`config.mk`:
```
export PLATFORM = sky130hd
export DESIGN_NAME = out_display_7seg_flat
export DESIGN_NICKNAME = d
export VERILOG_FILES = /design/src/rtl/out_display_7seg_if.sv /design/src/rtl/out_display_7seg.sv /design/src/flat_wrapper.sv
export SDC_FILE = /design/constraint.sdc
export NUM_CORES = 1
export LEC_CHECK = 0
export CORE_ASPECT_RATIO = 1.75
export CORE_UTILIZATION = 45
export DETAILED_ROUTE_END_ITERATION = 10
export DONT_BUFFER_PORTS = 1
export PLACE_DENSITY = 0.59
export SETUP_SLACK_MARGIN = 0.15
export SLEW_MARGIN = 20
export SYNTH_ARGS = -nofsm -noshare
export SYNTH_HDL_FRONTEND = slang
export SYNTH_SLANG_ARGS = --single-unit
```
`constraint.sdc`:
```
create_clock -name clk -period 5.26 [get_ports clk]
set_input_delay 0.526 -clock clk [delete_from_list [all_inputs] [get_ports clk]]
set_output_delay 0.526 -clock clk [all_outputs]
set_load 0.05 [all_outputs]
```
`src/rtl/out_display_7seg_if.sv`:
```
// Bus between the CPU output port and the 7-segment display driver.
// The CPU side drives outvalue/freeze; the display side drives the board pins and frame_tick.
interface out_display_7seg_if;
    logic [15:0] outvalue;
    logic        freeze;
    logic [3:0]  an;
    logic [6:0]  seg;
    logic        dp;
    logic        frame_tick;

    modport master (
        output outvalue,
        output freeze,
        input  an,
        input  seg,
        input  dp,
        input  frame_tick
    );

    modport slave (
        input  outvalue,
        input  freeze,
        output an,
        output seg,
        output dp,
        output frame_tick
    );
endinterface

```
`src/rtl/out_display_7seg.sv`:
```
// Four-digit multiplexed hex display driver. The value is sampled only at frame
// boundaries so a scan never mixes digits from two different CPU values.
module out_display_7seg #(
    parameter int PRESCALE   = 100000,
    parameter bit ACTIVE_LOW = 1'b1,
    parameter bit BLANK_LZ   = 1'b0
) (
    input logic clk,
    input logic reset,
    out_display_7seg_if.slave bus
);

    localparam int                CNT_W   = $clog2(PRESCALE);
    localparam logic [CNT_W-1:0]  CNT_MAX = CNT_W'(PRESCALE - 1);
    localparam logic [3:0]        AN_OFF  = ACTIVE_LOW ? 4'hF : 4'h0;
    localparam logic [6:0]        SEG_OFF = ACTIVE_LOW ? 7'h7F : 7'h00;
    localparam logic              DP_OFF  = ACTIVE_LOW;

    // Active-high segment pattern {g,f,e,d,c,b,a} for one hex nibble.
    function automatic logic [6:0] hex7(input logic [3:0] nib);
        logic [6:0] s;
        case (nib)
            4'h0: s = 7'h3F;
            4'h1: s = 7'h06;
            4'h2: s = 7'h5B;
            4'h3: s = 7'h4F;
            4'h4: s = 7'h66;
            4'h5: s = 7'h6D;
            4'h6: s = 7'h7D;
            4'h7: s = 7'h07;
            4'h8: s = 7'h7F;
            4'h9: s = 7'h6F;
            4'hA: s = 7'h77;
            4'hB: s = 7'h7C;
            4'hC: s = 7'h39;
            4'hD: s = 7'h5E;
            4'hE: s = 7'h79;
            default: s = 7'h71;
        endcase
        return s;
    endfunction

    // A digit is a leading zero when it and every more significant nibble are zero.
    function automatic logic lead_zero(input logic [1:0] k, input logic [15:0] v);
        logic z;
        case (k)
            2'd1:    z = (v[15:4]  == 12'h000);
            2'd2:    z = (v[15:8]  == 8'h00);
            2'd3:    z = (v[15:12] == 4'h0);
            default: z = 1'b0;
        endcase
        return z;
    endfunction

    logic [CNT_W-1:0] cnt_q, cnt_d;
    logic [1:0]       idx_q, idx_d;
    logic [15:0]      disp_q, disp_d;
    logic [3:0]       an_q, an_d;
    logic [6:0]       seg_q, seg_d;
    logic             dp_q, dp_d;
    logic             frame_tick_q, frame_tick_d;

    logic             tick;
    logic             capture;
    logic [3:0]       nibble;
    logic [3:0]       an_act;
    logic [6:0]       seg_act;

    always_comb begin
        tick         = (cnt_q == CNT_MAX);
        capture      = tick && (idx_q == 2'd3);

        cnt_d        = tick ? '0 : cnt_q + 1'b1;
        idx_d        = tick ? idx_q + 2'd1 : idx_q;
        disp_d       = (capture && !bus.freeze) ? bus.outvalue : disp_q;
        frame_tick_d = capture;

        // Pin drive is derived from the current slot so it lags idx/disp by one clock.
        nibble       = disp_q[{idx_q, 2'b00} +: 4];
        an_act       = 4'b0001 << idx_q;
        seg_act      = (BLANK_LZ && lead_zero(idx_q, disp_q)) ? 7'h00 : hex7(nibble);

        an_d         = ACTIVE_LOW ? ~an_act  : an_act;
        seg_d        = ACTIVE_LOW ? ~seg_act : seg_act;
        dp_d         = DP_OFF;
    end

    always_ff @(posedge clk or posedge reset) begin
        if (reset) begin
            cnt_q        <= '0;
            idx_q        <= 2'd0;
            disp_q       <= 16'h0000;
            an_q         <= AN_OFF;
            seg_q        <= SEG_OFF;
            dp_q         <= DP_OFF;
            frame_tick_q <= 1'b0;
        end else begin
            cnt_q        <= cnt_d;
            idx_q        <= idx_d;
            disp_q       <= disp_d;
            an_q         <= an_d;
            seg_q        <= seg_d;
            dp_q         <= dp_d;
            frame_tick_q <= frame_tick_d;
        end
    end

    assign bus.an         = an_q;
    assign bus.seg        = seg_q;
    assign bus.dp         = dp_q;
    assign bus.frame_tick = frame_tick_q;

endmodule

```
`src/flat_wrapper.sv`:
```
// flat-port wrapper written by rule: the top's interface ports become plain ports
module out_display_7seg_flat 
#(
    parameter int PRESCALE   = 100000,
    parameter bit ACTIVE_LOW = 1'b1,
    parameter bit BLANK_LZ   = 1'b0
)
  (clk, reset, bus_outvalue, bus_freeze, bus_an, bus_seg, bus_dp, bus_frame_tick);
  out_display_7seg_if bus_i ();
  input logic clk;
  input logic reset;
  input wire logic [$bits(bus_i.outvalue)-1:0] bus_outvalue;
  input wire logic [$bits(bus_i.freeze)-1:0] bus_freeze;
  output wire logic [$bits(bus_i.an)-1:0] bus_an;
  output wire logic [$bits(bus_i.seg)-1:0] bus_seg;
  output wire logic [$bits(bus_i.dp)-1:0] bus_dp;
  output wire logic [$bits(bus_i.frame_tick)-1:0] bus_frame_tick;
  assign bus_i.outvalue = bus_outvalue;
  assign bus_i.freeze = bus_freeze;
  assign bus_an = bus_i.an;
  assign bus_seg = bus_i.seg;
  assign bus_dp = bus_i.dp;
  assign bus_frame_tick = bus_i.frame_tick;
  out_display_7seg #(.PRESCALE(PRESCALE), .ACTIVE_LOW(ACTIVE_LOW), .BLANK_LZ(BLANK_LZ)) u_core (.clk(clk), .reset(reset), .bus(bus_i));
endmodule
```
==> results of run 1 <==
## state kept, by name (all words and copies together) (netlist names)
register,cells
u_core.bus.seg,7
u_core.idx_q,2
u_core.disp_q,16
u_core.bus.an,4
u_core.bus.frame_tick,1
u_core.cnt_q,17
## cell usage in the layout, fill, tap and decap left out, drive strengths merged
cell type  netlist  final
nand3b           1      1
and3             2      2
mux2            19     19
buf              4      2
nand3            7      7
conb             1      1
nor4bb           1      1
nor2b            1      1
mux2i            2      2
dfstp           11     11
nor3b            1      1
o21ai            2      2
or2              2      2
xnor2           12     12
nor4             2      2
inv             15     14
bufinv           0      1
or4b             1      1
a31o             1      1
a32o             1      1
ha              11     11
dfrtp           36     36
xor2             3      3
a21oi            2      2
nor2            14     14
mux4             5      5
clkinv           0      2
nand2b           2      2
nor3             5      5
o22ai            2      2
clkbuf           1      6
or4              1      1
nand2            5      5
nand4            5      5
## cell families (layout without fill, tap and decap cells)
kind of cell    after synthesis  in the layout  share of synthesized area [%]
simple gates                 50             50                          12.57
buf+inv                      20             25                          3.984
mux                          26             26                          15.54
compound gates                8              8                          2.301
other cells                   1              1                         0.1682
fa+ha+maj                    11             11                          6.173
flops                        47             47                          53.37
xor+xnor                     15             15                          5.892
## metrics by stage
stage / total power, mW / hold WS [ns]
5_1_grt: 0.6603 / 0.3055
4_1_cts: 0.6513 / 0.2655
3_3_place_gp: 0.3775 / 0.4779
3_5_place_dp: 0.3779 / 0.4838
6_report: 0.6415 / 0.2456
2_1_floorplan: 0.3758 / 0.4547
## per-layer routing
metal  share of wire, %  track usage [%]  vias up  wire length, um
met4                2.3            9.375        0               95
met3                3.8            4.478        9              153
met2                 58            32.03       28             2363
met5                  0                0        -                0
met1                 35            15.65      683             1431
li1                   -                -      610                -
## power breakdown
group / internal, mW / switching (mW) / total (mW)
logic: 0.000776 / 0.00814 / 0.00892
clock network: 0.154 / 0.117 / 0.271
registers: 0.361 / 0 / 0.361
total: 0.516 / 0.126 / 0.641
## worst register-to-register path, delay by kind of cell, from the launching register on
kind	cells	cell delay, ns
mux	1	0.43
flops	1	0.42
simple gates	3	1.63
## path summary, 6_finish.rpt
check | endpoint | slack (ns) | depth (start not counted)
max in group asynchronous | u_core.disp_q[11]$_DFFE_PP0P_ | 4.62 | 2
worst max-delay path | u_core.disp_q[7]$_DFFE_PP0P_ | 2.67 | 4
worst min-delay path | u_core.idx_q[0]$_DFFE_PP0N_ | 0.25 | 2
worst max register to register | u_core.disp_q[7]$_DFFE_PP0P_ | 2.67 | 4
worst min register to register | u_core.cnt_q[0]$_DFF_PP0_ | 0.50 | 1
min in group clk | u_core.disp_q[13]$_DFFE_PP0P_ | 0.37 | 1
## area by class of cell
cell class | instances | area (sq um) | area share, %
clock inverter | 2 | 35.03 | 1.463
clock buffer | 6 | 82.58 | 3.448
inverter | 15 | 56.30 | 2.351
sequential | 47 | 1190 | 49.69
multi-input combinational | 111 | 950.9 | 39.71
timing repair buffer | 2 | 15.01 | 0.6270
tap | 52 | 65.06 | 2.717
==> metrics.md, run 1 <==
| Metric | Value |
|---|---|
| N_diodes | `0` |
| Power per Cell Area | `267.9 nW/um^2` |
| Ratio of cells with drive above 1 in the final layout | `27.32%` |
| Most common library cells after synthesis | `dfrtp_1, mux2_2, inv_1` |
| Post-route ant nets | `0` |
| Count of cell types in the netlist | `36` |
| Crit. End Element | `flop` |
| CP top delay family | `simple AND/OR/NAND/NOR gates` |
| Core area | `4707 sq um` |
| Clk slew on worst S/H paths | `0.08 ns` |
| Crit Path Max Fanout | `16` |
| Post-Route WL | `4043 um` |
| Via Count | `1330` |
| Crit path cell chain | `or4b_1 > or2_4 > nor4_4 > mux2_2` |
| Register area share after synthesis | `53.37%` |
| Global route overflow | `0` |
| Total GRT Usage | `16.68%` |
| Cell Rows | `33` |
| Max_cap viols | `0` |
| TNS Setup | `0 ns` |
| Die width | `55.21 um` |
| Synthesized area per cell | `12.53 sq um` |
| Fillers | `426` |
| Synth Cell Area | `2230 sq um` |
| DIE AREA | `5251 sq um` |
| Final min period | `2.591 ns` |
| Seq cells post-synth | `47` |
| Clock root buffer | `clkbuf_8` |
| Post-layout util | `50.88%` |
| Wire length per cell | `17.20 um` |
| WS Path Type | `flop to flop` |
| Setup crit start kind | `flop` |
| CTS tree | `built` |
| Crit path from | `u_core.cnt_q[5]$_DFF_PP0_` |
| Mapped Nets | `208` |
| Slew headroom | `35.09%` |
| H-tree depth | `2` |
| Post-cts resize count | `0` |
| Hold Violations, Final | `0` |
| Drt first pass iters | `4` |
| Setup ws final | `2.669 ns` |
| Skew final | `0.005355 ns` |
| DR iter-0 viols | `50` |
| Final nets | `212` |
| Count leader, synth | `dfrtp_1` |
| Via density | `5.660` |
| Largest net degree at the start of global routing | `48` |
| Area Growth Syn to Fin | `7.408%` |
| Overall die height | `95.12 um` |
| Clock Tree Buf Depth | `2` |
| Fmax | `386.0 MHz` |
| Clock sink total | `47` |
| Buffers on Ports | `0` |
| Measured slew at the worst slew-check pin | `0.9664 ns` |
| Synthesis Warnings | `0` |
| Crit path DAT | `2.78 ns` |
| R2r startpoint | `u_core.cnt_q[5]$_DFF_PP0_` |
| First-pass GRT wire length | `6589 um` |
| Synth area leader | `dfrtp_1` |
| Main area contributors after synthesis | `dfrtp_1, dfstp_2, mux2_2, ha_1, mux4_2` |
| CTS Buf Count | `5` |
| Hold_buf cts | `0` |
| Top_reg_cell synth | `dfrtp_1` |
| Slew Viols, Final | `0` |
| Synth top area share | `40.40%` |
| GP Congestion | `0.8476` |
| Leakage | `1.072 nW` |
| DP HPWL | `3000 um` |
| DP Cell Count | `227` |
| DRC Markers | `0` |
| CP bufs+invs | `0` |
| Worst slack, placed | `2.654 ns` |
| RSZ-0062 raised after global routing | `false` |
| Fin cells | `235` |
| Status | `completed` |
| I/O pin count | `32` |
| Fin crit share | `49.25%` |
| Initial antenna violation count | `0` |
| Initial Util | `47.37%` |
| Post-Place Cell Area | `2277 sq um` |
| Slowest CP cell | `nor4_4` |
| Crit path largest cell delay | `0.80 ns` |
| Setup violators final | `0` |
| Vias in the first global route | `1444` |
| Setup Fix Bufs, Post-CTS | `0` |
| Number of synthesized flops with an enable pin | `0` |
| Worst Hold Class | `input port to asynchronous set/reset pin` |
| Synth Instances | `178` |
| Asr flop ratio synth | `100.0%` |
| Clk Latency, worst-skew pair | `0.30 ns` |
| Req. time, crit path | `5.45 ns` |
| Peak VDD IR | `0.2251 mV` |
| Design Area, Final | `2395 sq um` |
(Power assumes the default switching activity.)
==> run 2, diff against run 1 <==
Settings changed: ABC_AREA set to 1.
Clock period 5.26 ns to 2.4 ns, I/O delays scaled along.
==> run 2 against run 1 <==
Compared with the run above:
- the run now ends with hold timing left
- die area rose by 13%
- non-clock buffer count did not move
- maximum frequency rose by 41%
- cell count rose by 63%
- worst setup slack got worse by 2.1 ns
- wire length rose by 28%
- cell area rose by 14%
- sequential power rose by 120%
- via count rose by 44%
- combinational power rose to 2.5 times the previous value
- clock skew rose by 0.0013 ns
- utilization barely moved
- critical endpoint is now u_core.bus.seg[2]$_DFF_PP1_
- largest cell class unchanged
- highest routed layer unchanged
==> metrics.md, run 2 <==
| Metric | Value |
|---|---|
| Crit Path Max Fanout | `12 (-4)` |
| Final hold slack | `-0.06097 ns (-0.3066 ns)` |
| Clk slew on worst S/H paths | `0.09 ns (about the same)` |
| Count leader, synth | `nand2_1` |
| CTS tree | `built` |
| Worst Hold Class | `input port to asynchronous set/reset pin` |
| Largest net degree at the start of global routing | `48 (unchanged)` |
| Area Growth Syn to Fin | `7.574%` |
| Most common library cells after synthesis | `nand2_1, dfrtp_1, nor2_1` |
| Reg2reg setup slack | `0.56 ns (-2.11 ns)` |
| Cell Rows | `35 (+6.1%)` |
| Drt first pass iters | `4 (unchanged)` |
| Via density | `5.029 (-11%)` |
| WS Path Type | `flop to flop` |
| Setup crit start kind | `flop` |
| Commonest non-fill, non-tap cell in the layout | `nand2_1` |
| GP Congestion | `0.8580 (+1.2%)` |
| Measured slew at the worst slew-check pin | `0.7822 ns (-0.1842 ns)` |
| Slew Viols, Final | `0 (unchanged)` |
| Synth area leader | `dfrtp_1` |
| Register area share after synthesis | `47.08% (-6.3 points)` |
| DIE AREA | `5932 sq um (+13%)` |
| First-pass GRT wire length | `8728 um (+32%)` |
| Wire length per cell | `13.59 um (-21%)` |
| Crit path DAT | `2.07 ns (-0.71 ns)` |
| Final nets | `337 (+59%)` |
| Slew headroom | `47.79% (+13 points)` |
| Post-route ant nets | `0 (unchanged)` |
| Synth top area share | `35.64% (-4.8 points)` |
| Crit path cell chain | `inv_2 > nand2_1 > nand3_1 > nand2_1 > inv_1 > ha_1 > o21ai_1 > inv_1 > a21oi_1` |
| Die width | `58.65 um (+6.2%)` |
| Biggest register | `u_core.cnt_q` |
| Synth Area in Simple Gates | `33.86% (+21 points)` |
| Asr flop ratio synth | `100.0% (unchanged)` |
| Post-synthesis xor/xnor area fraction | `3.465% (-2.4 points)` |
| Fin crit share | `76.65% (+27 points)` |
| Power per Cell Area | `552.6 nW/um^2 (+110%)` |
| N_diodes | `0 (unchanged)` |
| Status | `finished, violations left` |
| Global route overflow | `0 (unchanged)` |
| I/O pin count | `32 (unchanged)` |
| Vias in the first global route | `1922 (+33%)` |
| Reg power frac | `52.7% (-3.6 points)` |
| Setup violators final | `0 (unchanged)` |
| Fmax | `543.6 MHz (+41%)` |
| Slowest CP cell | `dfrtp_1` |
| Net Sw Power | `0.2933 mW (+130%)` |
| Setup Fix Bufs, Post-CTS | `0 (unchanged)` |
| Area of the multi-input gates | `1152 sq um (+21%)` |
| Req. time, crit path | `2.63 ns (-2.82 ns)` |
| RSZ-0062 raised after global routing | `false` |
| M1 WL | `2042 um (+43%)` |
| DRC Markers | `0 (unchanged)` |
| Overall die height | `101.1 um (+6.3%)` |
| Clock root buffer | `clkbuf_8` |
| Leakage | `1.368 nW (+28%)` |
| Int Power | `1.209 mW (+130%)` |
| Main area contributors after synthesis | `dfrtp_1, nand2_1, dfstp_2, ha_1, nand4_1` |
| Register Area | `1190 sq um (unchanged)` |
| Synthesized area per cell | `8.260 sq um (-34%)` |
| Largest register FFs | `17 (unchanged)` |
| Ratio of cells with drive above 1 in the final layout | `13.64% (-14 points)` |
| Highest routed layer | `met4` |
| R2r startpoint | `u_core.idx_q[0]$_DFFE_PP0N_` |
| Commonest cells after routing, fill and taps aside | `nand2_1, dfrtp_1, nor2_1` |
| Total GRT Usage | `19.44% (+2.8 points)` |
| Buffers on Ports | `0 (unchanged)` |
| DR iter-0 viols | `60 (+20%)` |
| Count of cell types in the netlist | `31 (-14%)` |
| Worst r2r dst | `u_core.bus.seg[2]$_DFF_PP1_` |
| Final min period | `1.840 ns (-0.7511 ns)` |
| Synth Area in Adders | `5.446% (-0.73 points)` |
| Post-synthesis mux area share | `0% (-16 points)` |
| Peak VDD IR | `0.3652 mV (+62%)` |
| Failing checks | `hold timing` |
| Number of synthesized flops with an enable pin | `0 (unchanged)` |
| CTS Buf Count | `5 (unchanged)` |
| Seq cells post-synth | `47 (unchanged)` |
| Crit. End Element | `flop` |
| Hold_buf cts | `0 (unchanged)` |
| Crit path largest cell delay | `0.58 ns (-0.22 ns)` |
| Metal3 WL | `123 um (-20%)` |
| Clock Tree Buf Depth | `2 (unchanged)` |
| Synthesis Warnings | `0 (unchanged)` |
| Skew final | `0.006659 ns (+0.001305 ns)` |
| H-tree depth | `2 (unchanged)` |
| Synth Cell Area | `2527 sq um (+13%)` |
| DP HPWL | `3959 um (+32%)` |
| Logic pwr share | `1.5% (about the same)` |
| Initial Util | `47.31% (-0.062 points)` |
| Post-Route WL | `5192 um (+28%)` |
| Max_cap viols | `0 (unchanged)` |
| Largest family of logic cells by synthesized area | `simple AND/OR/NAND/NOR gates` |
| Synth Instances | `306 (+72%)` |
| Core area | `5343 sq um (+14%)` |
| Fillers | `560 (+31%)` |
| Post-cts resize count | `0 (unchanged)` |
| R2R depth | `9 (+5)` |
| Met2 wire length | `2892 um (+22%)` |
| Clk Latency, worst-skew pair | `0.30 ns (about the same)` |
| Clock sink total | `47 (unchanged)` |
| Via Count | `1921 (+44%)` |
| Sw frac | `19.52% (-0.048 points)` |
| TNS Setup | `0 ns (unchanged)` |
| Initial antenna violation count | `0 (unchanged)` |
| Hold Violations, Final | `36 (+36)` |
| Clock share of power | `45.8% (+3.5 points)` |
| Mapped Nets | `336 (+62%)` |
| Synth Area in Compound Gates | `2.673% (+0.37 points)` |
| Top_reg_cell synth | `dfrtp_1` |
==> run 2: cell count changes after synthesis, sizes merged, moves of 6 or more <==
cell | before | now
nor2 | 14 | 35
xnor2 | 12 | 1
nand2 | 5 | 92
xor2 | 3 | 9
nand3 | 7 | 20
o21ai | 2 | 10
mux2 | 19 | 0
inv | 15 | 34
nand4 | 5 | 20
==> run 2: area by class of cell <==
class                   instances  area share [%]
clock buffers                   6           2.669
clock inverters                 2           2.209
inverters                      36           5.016
multi-input cells             215           42.38
flip-flops and latches         47           43.76
well taps                      74           3.405
repair buffers                  2          0.5522
==> run 2: worst max path at each step <==
| stage | to | slack, ns | start |
|---|---|---|---|
| finish | u_core.bus.seg[2]$_DFF_PP1_ | 0.56 | u_core.idx_q[0]$_DFFE_PP0N_ |
| global route | u_core.bus.seg[2]$_DFF_PP1_ | 0.26 | u_core.idx_q[0]$_DFFE_PP0N_ |
| CTS | u_core.bus.seg[2]$_DFF_PP1_ | 0.54 | u_core.idx_q[0]$_DFFE_PP0N_ |
| detailed placement | u_core.bus.seg[2]$_DFF_PP1_ | 0.58 | u_core.idx_q[0]$_DFFE_PP0N_ |
| global placement | u_core.bus.seg[2]$_DFF_PP1_ | 0.67 | u_core.idx_q[0]$_DFFE_PP0N_ |
| floorplan | u_core.bus.seg[2]$_DFF_PP1_ | 0.81 | u_core.idx_q[0]$_DFFE_PP0N_ |
==> run 2: kinds of logic after synthesis <==
logic type      after synthesis
other cells                   1
simple gates                180
xor+xnor                     10
fa+ha+maj                    11
compound gates               13
buf+inv                      44
flops                        47
==> run 2: metrics by stage <==
stage / power [mW] / instance area (sq um) / utilization (%) / setup WS (ns) / instances
final: 1.502 / 2719 / 50.89 / 0.5605 / 382
after global routing: 1.552 / 2719 / 50.89 / 0.2574 / 382
after CTS: 1.515 / 2718 / 50.87 / 0.5369 / 382
after detailed placement: 0.8312 / 2585 / 48.38 / 0.5834 / 374
after global placement: 0.8310 / 2585 / 48.38 / 0.6741 / 374
after floorplan: 0.8272 / 2527 / - / 0.8149 / 306
==> run 2: power groups by stage <==
stage	Combinational, mW	Sequential, mW	Clock (mW)
after CTS	0.0241	0.792	0.699
after floorplan	0.0200	0.807	0
final	0.0223	0.792	0.688
after global routing	0.0268	0.792	0.733
after global placement	0.0239	0.807	0
after detailed placement	0.0241	0.807	0
==> run 2: critical path, delay by kind of cell, from the launching register on <==
family | cells | cell delay, ns
AO/OA/AOI/OAI | 2 | 0.29
AND/OR/NAND/NOR | 3 | 0.35
buffers and inverters | 3 | 0.32
adder cells (fa/ha/maj) | 1 | 0.24
flip-flops | 1 | 0.58
==> run 2: routing by layer <==
layer,global-route usage [%],vias up
met1,20.59,897
met4,8.608,0
met3,3.448,11
li1,-,974
met2,36.43,39
met5,0,-
==> run 3, diff against run 2 <==
Settings changed: PLACE_DENSITY 0.59 to 0.61.
Clock period 2.4 ns to 1.6 ns, I/O delays scaled along.
==> run 3 against run 2 <==
Compared with the run above:
- utilization increased by 12 points
- cell area increased by 23%
- cell count increased by 10%
- wire length increased by 15%
- worst setup slack got worse by 0.46 ns
- via count increased by 10%
- non-clock buffer count increased by 39
- flip-flop and latch count unchanged
- critical path depth decreased by 1
- critical path type unchanged
- clock power increased by 24%
- largest power group unchanged
- the flow now finishes without violations
- hold slack improved by 0.066 ns
==> metrics.md, run 3 (same netlist as run 2, synthesis figures left out) <==
| Metric | Value |
|---|---|
| Power per Cell Area | `626.7 nW/um^2 (+13%)` |
| Post-route ant nets | `0 (unchanged)` |
| Final nets | `377 (+12%)` |
| DIE AREA | `5932 sq um (unchanged)` |
| Commonest cells after routing, fill and taps aside | `nand2_1, dfrtp_1, nor2_1` |
| Largest register FFs | `17 (unchanged)` |
| Slew Viols, Final | `0 (unchanged)` |
| Sw frac | `21.06% (+1.5 points)` |
| Core area | `5343 sq um (unchanged)` |
| Drt first pass iters | `4 (unchanged)` |
| Via Count | `2115 (+10%)` |
| Via density | `5.012 (-0.34%)` |
| CTS tree | `built` |
| Vias in the first global route | `2156 (+12%)` |
| Crit. End Element | `flop` |
| Worst Hold Class | `input port to flop` |
| Clock Tree Buf Depth | `2 (unchanged)` |
| Crit path from | `u_core.cnt_q[0]$_DFF_PP0_` |
| Clock sink total | `47 (unchanged)` |
| First-pass GRT wire length | `9735 um (+12%)` |
| GP Congestion | `0.8545 (-0.41%)` |
| Int Power | `1.659 mW (+37%)` |
| Largest net degree at the start of global routing | `25 (-48%)` |
| Worst r2r dst | `u_core.disp_q[0]$_DFFE_PP0P_` |
| Fin cells | `422 (+10%)` |
| Logic pwr share | `2.8% (+1.3 points)` |
| Crit Path Max Fanout | `7 (-5)` |
| Final hold slack | `0.004564 ns (+0.06553 ns)` |
| WS Path Type | `flop to flop` |
| Setup crit end | `u_core.disp_q[0]$_DFFE_PP0P_` |
| Hold Violations, Final | `0 (-100%)` |
| CP top delay family | `simple AND/OR/NAND/NOR gates` |
| R2r startpoint | `u_core.cnt_q[0]$_DFF_PP0_` |
| Final min period | `1.495 ns (-0.3448 ns)` |
| Peak VDD IR | `0.4637 mV (+27%)` |
| Initial antenna violation count | `0 (unchanged)` |
| Total GRT Usage | `21.90% (+2.5 points)` |
| Slowest CP cell | `dfrtp_1` |
| Setup crit start kind | `flop` |
| CP bufs+invs | `1 (-2)` |
| Net Sw Power | `0.4427 mW (+51%)` |
| Crit path cell chain | `ha_2 > nand2_4 > nor2_4 > nand3_4 > nor2_8 > buf_6 > nand4_1 > nand2_1` |
| Max_cap viols | `0 (unchanged)` |
| Leakage | `1.647 nW (+20%)` |
| Overall die height | `101.1 um (unchanged)` |
| Design Area, Final | `3354 sq um (+23%)` |
| DP HPWL | `4054 um (+2.4%)` |
| Crit. path cell count | `8 (-1)` |
| Reg power frac | `56.5% (+3.8 points)` |
| Clock share of power | `40.7% (-5.1 points)` |
| Ratio of cells with drive above 1 in the final layout | `35.06% (+21 points)` |
| Cell Rows | `35 (unchanged)` |
| Total power | `2.102 mW (+40%)` |
| Initial Util | `47.31% (unchanged)` |
| Reg2reg setup slack | `0.11 ns (-0.46 ns)` |
| Post-Place Cell Area | `2668 sq um (+3.2%)` |
| Clk slew on worst S/H paths | `0.09 ns (about the same)` |
| Area Growth Syn to Fin | `32.72%` |
| Wire length per cell | `14.18 um (+4.3%)` |
| Crit path DAT | `1.74 ns (-0.33 ns)` |
| R2R depth | `8 (-1)` |
| Die width | `58.65 um (unchanged)` |
| Crit path largest cell delay | `0.37 ns (-0.21 ns)` |
| Slew headroom | `64.18% (+16 points)` |
| Skew final | `0.006957 ns (+0.0002975 ns)` |
| Biggest register | `u_core.cnt_q` |
| Hold Path Depth | `2` |
| CTS Buf Count | `5 (unchanged)` |
| Buffers on Ports | `0 (unchanged)` |
| Fin crit share | `93.42% (+17 points)` |
| Setup violators final | `0 (unchanged)` |
| Fmax | `669.0 MHz (+23%)` |
| N_diodes | `0 (unchanged)` |
| Clk Latency, worst-skew pair | `0.30 ns (about the same)` |
| DR iter-0 viols | `53 (-12%)` |
| Post-Route WL | `5984 um (+15%)` |
| Commonest non-fill, non-tap cell in the layout | `nand2_1` |
| I/O pin count | `32 (unchanged)` |
| H-tree depth | `2 (unchanged)` |
| DRC Markers | `0 (unchanged)` |
| Clock root buffer | `clkbuf_8` |
| Status | `completed` |
| RSZ-0062 raised after global routing | `true` |
| Fillers | `463 (-17%)` |
| DP Cell Count | `382 (+2.1%)` |
| Req. time, crit path | `1.84 ns (-0.79 ns)` |
| Measured slew at the worst slew-check pin | `0.5340 ns (-0.2483 ns)` |
| Global route overflow | `0 (unchanged)` |
## run 3: per-stage QoR
step	setup TNS, ns	utilization, %	setup slack [ns]
after floorplan	0	-	0.1084
after global placement	-0.01461	49.93	-0.01461
after detailed placement	-0.01539	49.93	-0.01539
after CTS	0	57.26	0.1283
after global routing	0	62.79	0.005606
final	0	62.79	0.1053
## run 3: worst min-delay path by stage
stage | start | end | slack, ns
3_5_place_dp | reset | u_core.disp_q[14]$_DFFE_PP0P_ | 0.12
6_report | bus_outvalue[12] | u_core.disp_q[12]$_DFFE_PP0P_ | 0.005
4_1_cts | bus_outvalue[13] | u_core.disp_q[13]$_DFFE_PP0P_ | 0.00003
5_1_grt | bus_outvalue[4] | u_core.disp_q[4]$_DFFE_PP0P_ | 0.0009
2_1_floorplan | bus_outvalue[5] | u_core.disp_q[5]$_DFFE_PP0P_ | 0.31
3_3_place_gp | reset | u_core.disp_q[12]$_DFFE_PP0P_ | 0.11
## run 3: layer usage
| metal | track usage [%] | vias up | routed length, um |
|---|---|---|---|
| met5 | 0 | - | 0 |
| met1 | 22.17 | 997 | 2146 |
| met4 | 9.341 | 0 | 187 |
| met3 | 3.321 | 16 | 124 |
| met2 | 42.71 | 45 | 3526 |
| li1 | - | 1057 | - |
## run 3: cell type report
| type | count | area [sq um] | area share, % |
|---|---|---|---|
| inverters | 36 | 157.7 | 4.700 |
| well taps | 74 | 92.59 | 2.760 |
| flip-flops and latches | 47 | 1194 | 35.58 |
| repair buffers | 41 | 376.6 | 11.23 |
| multi-input cells | 216 | 1418 | 42.26 |
| clock inverters | 1 | 8.758 | 0.2611 |
| clock buffers | 7 | 107.6 | 3.208 |
## run 3: power by group through the flow
stage / clock, mW / combinational (mW) / sequential, mW
final: 0.855 / 0.0587 / 1.19
after global routing: 0.919 / 0.0660 / 1.19
after CTS: 0.874 / 0.0509 / 1.19
after detailed placement: 0 / 0.0420 / 1.21
after global placement: 0 / 0.0418 / 1.21
after floorplan: 0 / 0.0301 / 1.21
## run 3: repair_timing
action                                 CTS  global route
cloned                                   1             0
resized for setup                       36            43
setup endpoints to repair               26            34
buffers inserted                        11            11
endpoints found under the hold margin   23             5
pin swaps                                6            14
hold buffers                             4             5
